**src/rtl/instr_loader_pkg.sv**
```systemverilog
// rtl/instr_loader_pkg.sv - shared state encoding and constants for the program loader
package instr_loader_pkg;

  typedef enum logic [2:0] {IDLE, LEN, LOAD, CHK, DONE, ERR} loader_state_t;

  localparam int LEN_BYTES = 4;

endpackage

```
**src/rtl/byte_shift_le.sv**
```systemverilog
// rtl/byte_shift_le.sv - little-endian byte assembler: first byte in lands in bits [7:0]
module byte_shift_le
  import instr_loader_pkg::*;
(
  input  logic                   clk,
  input  logic                   rst,
  input  logic                   clear,
  input  logic                   shift,
  input  logic [7:0]             data,
  output logic [8*LEN_BYTES-1:0] value,
  output logic [8*LEN_BYTES-1:0] next_value,
  output logic [2:0]             count
);

  // Bytes enter at the top and move down, so after LEN_BYTES shifts byte 0 is the LSB.
  assign next_value = {data, value[8*LEN_BYTES-1:8]};

  always_ff @(posedge clk or posedge rst) begin
    if (rst) begin
      value <= '0;
      count <= '0;
    end else if (clear) begin
      value <= '0;
      count <= '0;
    end else if (shift) begin
      value <= next_value;
      count <= count + 3'd1;
    end
  end

endmodule

```
**src/rtl/instr_loader.sv**
```systemverilog
// rtl/instr_loader.sv - byte-stream program loader; INSTR_LOADER_CHECKSUM_EN adds a trailing XOR checksum byte
module instr_loader
  import instr_loader_pkg::*;
#(
  parameter int                       ADDRESS_WIDTH = 32,
  parameter int                       MEM_ADDR_BITS = 12,
  parameter logic [ADDRESS_WIDTH-1:0] BASE_ADDR     = '0
) (
  input  logic                     clk,
  input  logic                     rst,
  input  logic                     start,
  input  logic                     byte_valid,
  input  logic [7:0]               byte_data,
  output logic                     byte_ready,
  output logic                     wr_en,
  output logic [ADDRESS_WIDTH-1:0] wr_addr,
  output logic [7:0]               wr_data,
  output logic                     busy,
  output logic                     done,
  output logic                     error,
  output logic                     cpu_rst,
  output logic [MEM_ADDR_BITS:0]   byte_count
);

  localparam int               LW      = 8 * LEN_BYTES;
  localparam logic [LW-1:0]    MAX_LEN = LW'(1) << MEM_ADDR_BITS;

  loader_state_t           state, next_state;
  logic                    session_start;
  logic                    shift_en;
  logic [LW-1:0]           len_value;
  logic [LW-1:0]           len_next;
  logic [2:0]              len_count;
  logic [MEM_ADDR_BITS:0]  count_next;

`ifdef INSTR_LOADER_CHECKSUM_EN
  logic [7:0]              csum;
  localparam loader_state_t AFTER_PAYLOAD = CHK;
`else
  localparam loader_state_t AFTER_PAYLOAD = DONE;
`endif

  assign count_next = byte_count + 1'b1;

  byte_shift_le u_len (
    .clk        (clk),
    .rst        (rst),
    .clear      (session_start),
    .shift      (shift_en),
    .data       (byte_data),
    .value      (len_value),
    .next_value (len_next),
    .count      (len_count)
  );

  always_ff @(posedge clk or posedge rst) begin
    if (rst) begin
      state <= IDLE;
    end else begin
      state <= next_state;
    end
  end

  always_comb begin
    next_state    = state;
    byte_ready    = 1'b0;
    busy          = 1'b0;
    done          = 1'b0;
    error         = 1'b0;
    cpu_rst       = 1'b1;
    session_start = 1'b0;
    shift_en      = 1'b0;
    case (state)
      IDLE: begin
        if (start) begin
          next_state    = LEN;
          session_start = 1'b1;
        end
      end
      LEN: begin
        byte_ready = 1'b1;
        busy       = 1'b1;
        shift_en   = byte_valid;
        if (byte_valid && len_count == 3'(LEN_BYTES - 1)) begin
          if (len_next == '0) begin
            next_state = AFTER_PAYLOAD;
          end else if (len_next > MAX_LEN) begin
            next_state = ERR;
          end else begin
            next_state = LOAD;
          end
        end
      end
      LOAD: begin
        byte_ready = 1'b1;
        busy       = 1'b1;
        // Length was already bounded to MAX_LEN, so its low bits hold it exactly.
        if (byte_valid && count_next == len_value[MEM_ADDR_BITS:0]) begin
          next_state = AFTER_PAYLOAD;
        end
      end
`ifdef INSTR_LOADER_CHECKSUM_EN
      CHK: begin
        byte_ready = 1'b1;
        busy       = 1'b1;
        if (byte_valid) begin
          next_state = (byte_data == csum) ? DONE : ERR;
        end
      end
`endif
      DONE: begin
        done    = 1'b1;
        cpu_rst = 1'b0;
        if (start) begin
          next_state    = LEN;
          session_start = 1'b1;
        end
      end
      ERR: begin
        error = 1'b1;
        if (start) begin
          next_state    = LEN;
          session_start = 1'b1;
        end
      end
      default: next_state = IDLE;
    endcase
  end

  // Write port is registered: a payload byte accepted on this edge is written on the next.
  always_ff @(posedge clk or posedge rst) begin
    if (rst) begin
      wr_en      <= 1'b0;
      wr_addr    <= BASE_ADDR;
      wr_data    <= 8'h00;
      byte_count <= '0;
`ifdef INSTR_LOADER_CHECKSUM_EN
      csum       <= 8'h00;
`endif
    end else begin
      wr_en <= 1'b0;
      if (session_start) begin
        byte_count <= '0;
`ifdef INSTR_LOADER_CHECKSUM_EN
        csum       <= 8'h00;
`endif
      end else if (state == LOAD && byte_valid) begin
        wr_en      <= 1'b1;
        wr_addr    <= BASE_ADDR + ADDRESS_WIDTH'(byte_count);
        wr_data    <= byte_data;
        byte_count <= count_next;
`ifdef INSTR_LOADER_CHECKSUM_EN
        csum       <= csum ^ byte_data;
`endif
      end
    end
  end

endmodule

```
**config.mk**
```make
export PLATFORM = sky130hd
export DESIGN_NAME = instr_loader
export DESIGN_NICKNAME = d
export VERILOG_FILES = /design/src/rtl/instr_loader_pkg.sv /design/src/rtl/byte_shift_le.sv /design/src/rtl/instr_loader.sv
export SDC_FILE = /design/constraint.sdc
export NUM_CORES = 1
export LEC_CHECK = 0
export BUFFER_PORTS_ARGS = -buffer_cell sky130_fd_sc_hd__buf_2
export CORE_ASPECT_RATIO = 1.2
export CORE_MARGIN = 4
export CORE_UTILIZATION = 45
export CTS_CLUSTER_SIZE = 25
export DETAILED_ROUTE_END_ITERATION = 7
export GPL_ROUTABILITY_DRIVEN = 0
export PLACE_DENSITY = 0.74
export REMOVE_ABC_BUFFERS = 1
export SLEW_MARGIN = 20
export SYNTH_ARGS = -nofsm -noshare
export SYNTH_HDL_FRONTEND = slang
export SYNTH_SLANG_ARGS = --single-unit
```
**constraint.sdc**
```tcl
create_clock -name clk -period 7.4 [get_ports clk]
set_clock_uncertainty 0.05 [all_clocks]
set_input_delay 0.74 -clock clk [delete_from_list [all_inputs] [get_ports clk]]
set_output_delay 0.74 -clock clk [all_outputs]
set_load 0.01 [all_outputs]
```
== Word level (Yosys, flattened, before mapping) ==
Cells that the tools add are included.

* Flip-flop bits (word level): 73
* Bits of input ports: 12
* Output and inout port bits: 59
* Logic and storage cells: 52

* Add/sub/neg operators: 2
* Magnitude comparators: 1
* Equality and inequality tests: 9
* Mux-type cells: 21
* Bitwise gates (word level): 1
* Reductions and logical operators: 11

{| class="wikitable"
|+ Operators with widths
! cell !! count
|-
| 32-bit two-way mux || 2
|-
| 32-bit by 13-bit greater-than comparator with 1-bit output, second input constant || 1
|-
| 32-bit zero test || 1
|-
| 13-bit two-way mux || 2
|-
| 3-bit two-way mux || 7
|-
| 13-bit by 1-bit adder with 13-bit output, second input constant || 1
|-
| 13-bit equality test || 1
|-
| 1-bit two-way mux || 9
|-
| 3-bit case mux with 3 select lines || 1
|-
| 3-bit by 2-bit equality test with 1-bit output, second input constant || 2
|-
| 3-bit equality test, second input constant || 2
|-
| 2-bit inequality test, second input constant || 2
|-
| 2-bit nonzero test || 2
|-
| 3-bit by 1-bit adder with 3-bit output, second input constant || 1
|-
| 3-bit by 1-bit equality test with 1-bit output, second input constant || 1
|-
| 1-bit logical AND || 3
|-
| 3-bit zero test || 1
|-
| 3-bit AND reduction || 1
|-
| 3-bit OR reduction || 1
|-
| 2-bit by 1-bit inequality test with 1-bit output, second input constant || 1
|-
| 2-bit AND reduction || 1
|-
| 2-bit OR reduction || 1
|-
| 1-bit NOT || 1
|}

== Depth between registers and ports, before layout ==
* Depth in word-level cells: 5
* Depth in mapped cells: 8
* Depth with buffers taken out: 7

== By module ==
A second synthesis with hierarchy kept.

* Cells, all modules: 423
* Area total of the unflattened synthesis: 4010.1 um^2

{| class="wikitable"
|+ Modules (own cells, without submodules)
! module !! instances !! cells an instance !! area each (um^2) !! sequential area each (um^2)
|-
| instr_loader || 1 || 275 || 2289.7 || 950.9
|-
| byte_shift_le || 1 || 148 || 1720.4 || 875.8
|}

== Worst setup path after synthesis ==
Ideal clock, no wire load.

* Path kind: flip-flop to flip-flop
* From: reg byte_count[0]
* To: reg state[1]
* Setup time: 118 ps
* Data arrival time: 2332 ps
* Required time: 7232 ps
* Slack: 4900 ps
* Cell stages (with the launch flop): 9
* Path buffers: 1
* Clock period less this slack: 2500 ps
* Path through: dfrtp_1 ha_1 buf_2 o21ba_2 a221oi_2 o22ai_1 or4_1 o31a_1 a21o_1

* Longest elaborated chain between the ends: 5

{| class="wikitable"
|+ RTL lines
! element !! RTL line !! source
|-
| start: declaration || instr_loader.sv:22 || <nowiki>output logic [MEM_ADDR_BITS:0] byte_count</nowiki>
|-
| start signal: assignment || instr_loader.sv:151 || <nowiki>byte_count <= count_next;</nowiki>
|-
| 13-bit by 1-bit adder with 13-bit output || instr_loader.sv:43 || <nowiki>assign count_next = byte_count + 1'b1;</nowiki>
|-
| 13-bit equality test || instr_loader.sv:98 || <nowiki>if (byte_valid && count_next == len_value[MEM_ADDR_BITS:0]) begin</nowiki>
|-
| 1-bit logical AND || instr_loader.sv:98 ||
|-
| 2-bit inequality test (no line) || n/a ||
|-
| 3-bit AND reduction (no line) || n/a ||
|-
| end signal: assignment || instr_loader.sv:60 || <nowiki>state <= next_state;</nowiki>
|-
| end: declaration || instr_loader.sv:28 || <nowiki>loader_state_t state, next_state;</nowiki>
|}

Every way passes these cells.
A chain may end at the register's enable or synchronous reset.

== Worst setup path in the final report ==
Same ends and word-level chain as after synthesis.

==> metrics.yaml <==
clock_network:
  cts_resized: 0
  clk_root_buf: "sky130_fd_sc_hd__clkbuf_8"
  post_cts_buffers: 0
  clock_latency_at_the_later_pin_of_the_worst_skew_pair_ns: 0.35
  max-clock-path-buffers: 2
  cts_tree: "built"
  post_cts_hold_buffer_count: 0
  numClockSinks: 73
  worst_setup_hold_path_clk_slew_ns: 0.08
  cts_buffer_count: 9
  count_of_h_tree_levels_built_during_cts: 3
timing:
  slew_headroom_pct: 37.87
  setup_total_negative_slack_ns: 0
  holdWs_ns: 0.4200
  rsz0062_at_grt: "false"
  report.final.setup_viol: 0
  slew_violations: 0
  finalWorstPathRequiredPeriod_ns: 2.586
  final_hold_viol_count: 0
  timing.final.ws_setup_ns: 4.814
  timing.final.crit_share_pct: 34.95
  fmax_mhz: 386.7
  tightestPinTransition_ns: 0.9310
min_path:
  beginning_of_the_worst_hold_path: "wr_addr[11]"
  whs_path_depth: 2
  class_of_the_most_critical_hold_timing_path: "flop to flop"
  worstHoldEndpoint: "wr_addr[11]"
global_routing:
  globalRouteOverflowTotal: 0
  global_route_wire_length_before_repair_um: 14180
  grt_max_degree: 74
  initial_antenna_violation_count: 0
  global_route_usage_over_all_layers_pct: 18.02
  vias_in_the_first_global_route: 3035
worst_setup_path:
  path_max_fanout: 8
  timing.critical_path.cells: "ha_1 -> o21ba_2 -> a221oi_2 -> o22ai_1 -> or4_1 -> o31a_1 -> a21o_1"
  setup.worst_path.start_class: "flop"
  r2r-start: "byte_count[0]"
  endpoint_of_the_worst_register_to_register_path: "state[1]"
  timing.critical_path.slowest_cell_delay_ns: 0.52
  critical_path_buf_inv_count: 0
  timing.critical_path.max_delay_family: "compound AO/OA/AOI/OAI gates"
  worst-setup-path-type: "flop to flop"
  data_arrival_at_the_endpoint_of_the_critical_path_ns: 2.79
  worst_setup_path_startpoint: "byte_count[0]"
  timing.critical_path.required_ns: 7.60
  slowest_stage: "sky130_fd_sc_hd__or4_1"
  reg2reg_slack_ns: 4.81
  critical_path.endpoint_type: "flop"
  reg2reg_depth: 7
floorplan:
  io-pin-count: 71
  die-width_um: 90.66
  fp.dieH_um: 107.2
  fp.dieArea_sq_um: 9718
  placeableCoreArea_sq_um: 7839
  floorplan.rows: 35
  initial_utilization_pct: 47.07
finish:
  filler_cell_count: 731
  num-nets-final: 482
  layout.area.seq_sq_um: 1827
  final_layout_size_suffix_gt1_share_pct: 16.53
  multi_input_area_sq_um: 1638
  diodes: 0
  syn2layout_area_growth_pct: 11.73
synthesis:
  ys_warn_count: 0
  number_of_enable_type_register_cells_in_the_synthesized_netlist: 0
  ys_seq_area_share_pct: 49.51
  synthDistinctLibCells: 46
  async_flop_share_pct: 100.0
  postSynth.topFlopCell: "sky130_fd_sc_hd__dfrtp_1"
  post_synth.cell_area_avg_sq_um: 8.601
  register_bit_total_from_synthesis: 73
  syn_inst_count: 429
  synthesized_area_sq_um: 3690
run:
  max_cap_viol_count: 0
routing:
  wirelength_um: 8265
  detailed_router_s_first_iteration_violation_count: 178
  wire_length_per_cell_after_detailed_routing_um: 14.65
  vias_per_cell: 5.379
  post-route-drc-count: 0
  routed-via-count: 3034
  antenna_violating_nets_post_route: 0
  drt-pass1-iter-count: 5
pwr:
  irDropWorstVdd_uv: 142.6
  total_leakage_power_nw: 2.245
  pwr_density_cell_nw_per_um2: 285.5
  totalPowerFinal_mw: 1.177
placed_design:
  dp_hpwl_um: 5292
  placement.io_buffers: 51
  preCtsSetupSlack_ns: 4.801
outcome:
  outcome: "finished clean"
-- through the flow --
stage	cell area, sq um	instances	util [%]
final	4123	564	52.59
after global routing	4123	564	52.59
after CTS	4121	564	52.58
after detailed placement	3879	548	49.48
after global placement	3876	548	49.45
after floorplan	3483	402	-
-- logic make-up (layout without fill, tap and decap cells) --
logic type	Yosys count	count (layout)	synth area share [%]
simple gates	237	237	28.86
flops	73	73	49.51
buf+inv	51	76	8.036
compound gates	48	48	8.647
xor+xnor	15	15	3.561
fa+ha+maj	3	3	1.017
other cells	1	19	0.1016
mux	1	1	0.2713
-- worst register-to-register path, cell delays in order, from the launching register on --
cell                       delay, ns
sky130_fd_sc_hd__dfrtp_1        0.46
sky130_fd_sc_hd__ha_1           0.34
sky130_fd_sc_hd__o21ba_2        0.25
sky130_fd_sc_hd__a221oi_2       0.26
sky130_fd_sc_hd__o22ai_1        0.11
sky130_fd_sc_hd__or4_1          0.52
sky130_fd_sc_hd__o31a_1         0.34
sky130_fd_sc_hd__a21o_1         0.16
-- Yosys cell counts, drive strengths merged (3+ instances only) --
master,instances,area (sq um)
nand2,143,536.8
dfrtp,73,1827
nand3,42,210.2
buf,26,192.7
clkbuf,19,81.32
o21ai,17,85.08
nor2,11,41.29
nor4,9,56.30
xnor2,9,78.83
and2,8,51.30
o31ai,8,60.06
a21oi,6,30.03
inv,6,22.52
xor2,6,52.55
nand4,4,25.02
nor3b,4,30.03
a211oi,3,27.52
and4,3,26.28
ha,3,37.54
-- cell usage in the layout (no fill, tap or decap), drive strengths merged, types with 2 or more instances in the layout --
master	n
nor4	9
and2	8
clkbuf	10
nor3b	4
inv	7
and4	3
ha	3
xor2	6
conb	19
nand4	4
and3	2
buf	54
a21oi	6
a21o	2
bufinv	3
nor2	11
o31ai	8
nor3	2
nand3	42
nand2	143
nor2b	2
xnor2	9
o22ai	2
a211oi	3
o21ai	17
dfrtp	73
a31oi	2
nand3b	2
-- power breakdown --
group          internal [mW]  leakage (nW)  switching [mW]
clock                  0.226         0.117           0.158
sequential             0.463          1.00          0.0618
combinational         0.0964          1.12           0.173
-- how the worst max path moves through the flow --
stage / slack [ns] / cells after the start / to
4_1_cts: 4.81 / 7 / state[1]
6_report: 4.81 / 7 / state[1]
2_1_floorplan: 4.76 / 1 / byte_count[0]
3_3_place_gp: 4.85 / 7 / byte_count[5]
5_1_grt: 4.59 / 7 / byte_count[9]
3_5_place_dp: 4.80 / 7 / byte_count[12]
-- sequential cells by signal, summed over array words and instances (netlist names) --
| signal | flops |
|---|---|
| wr_data | 8 |
| u_len.count | 3 |
| byte_count | 13 |
| wr_en | 1 |
| state | 3 |
| wr_addr | 13 |
| u_len.value | 32 |
-- per-layer routing --
metal / part of all wire (%) / vias up / GRT usage [%]
li1: - / 1483 / -
met1: 44 / 1445 / 22.58
met2: 49 / 91 / 30.26
met3: 5.3 / 15 / 3.439
met4: 2.0 / 0 / 7.987
met5: 0 / - / 0
-- area by class of cell --
class                           count  area share [%]
Timing Repair Buffer               54           6.737
Clock buffer                       10           3.096
Clock inverter                      6           2.792
Inverter                            6          0.5463
Tap cell                           92           2.792
Multi-Input combinational cell    323           39.73
Sequential cell                    73           44.31
Note: power is estimated with default switching activity, not from simulation.
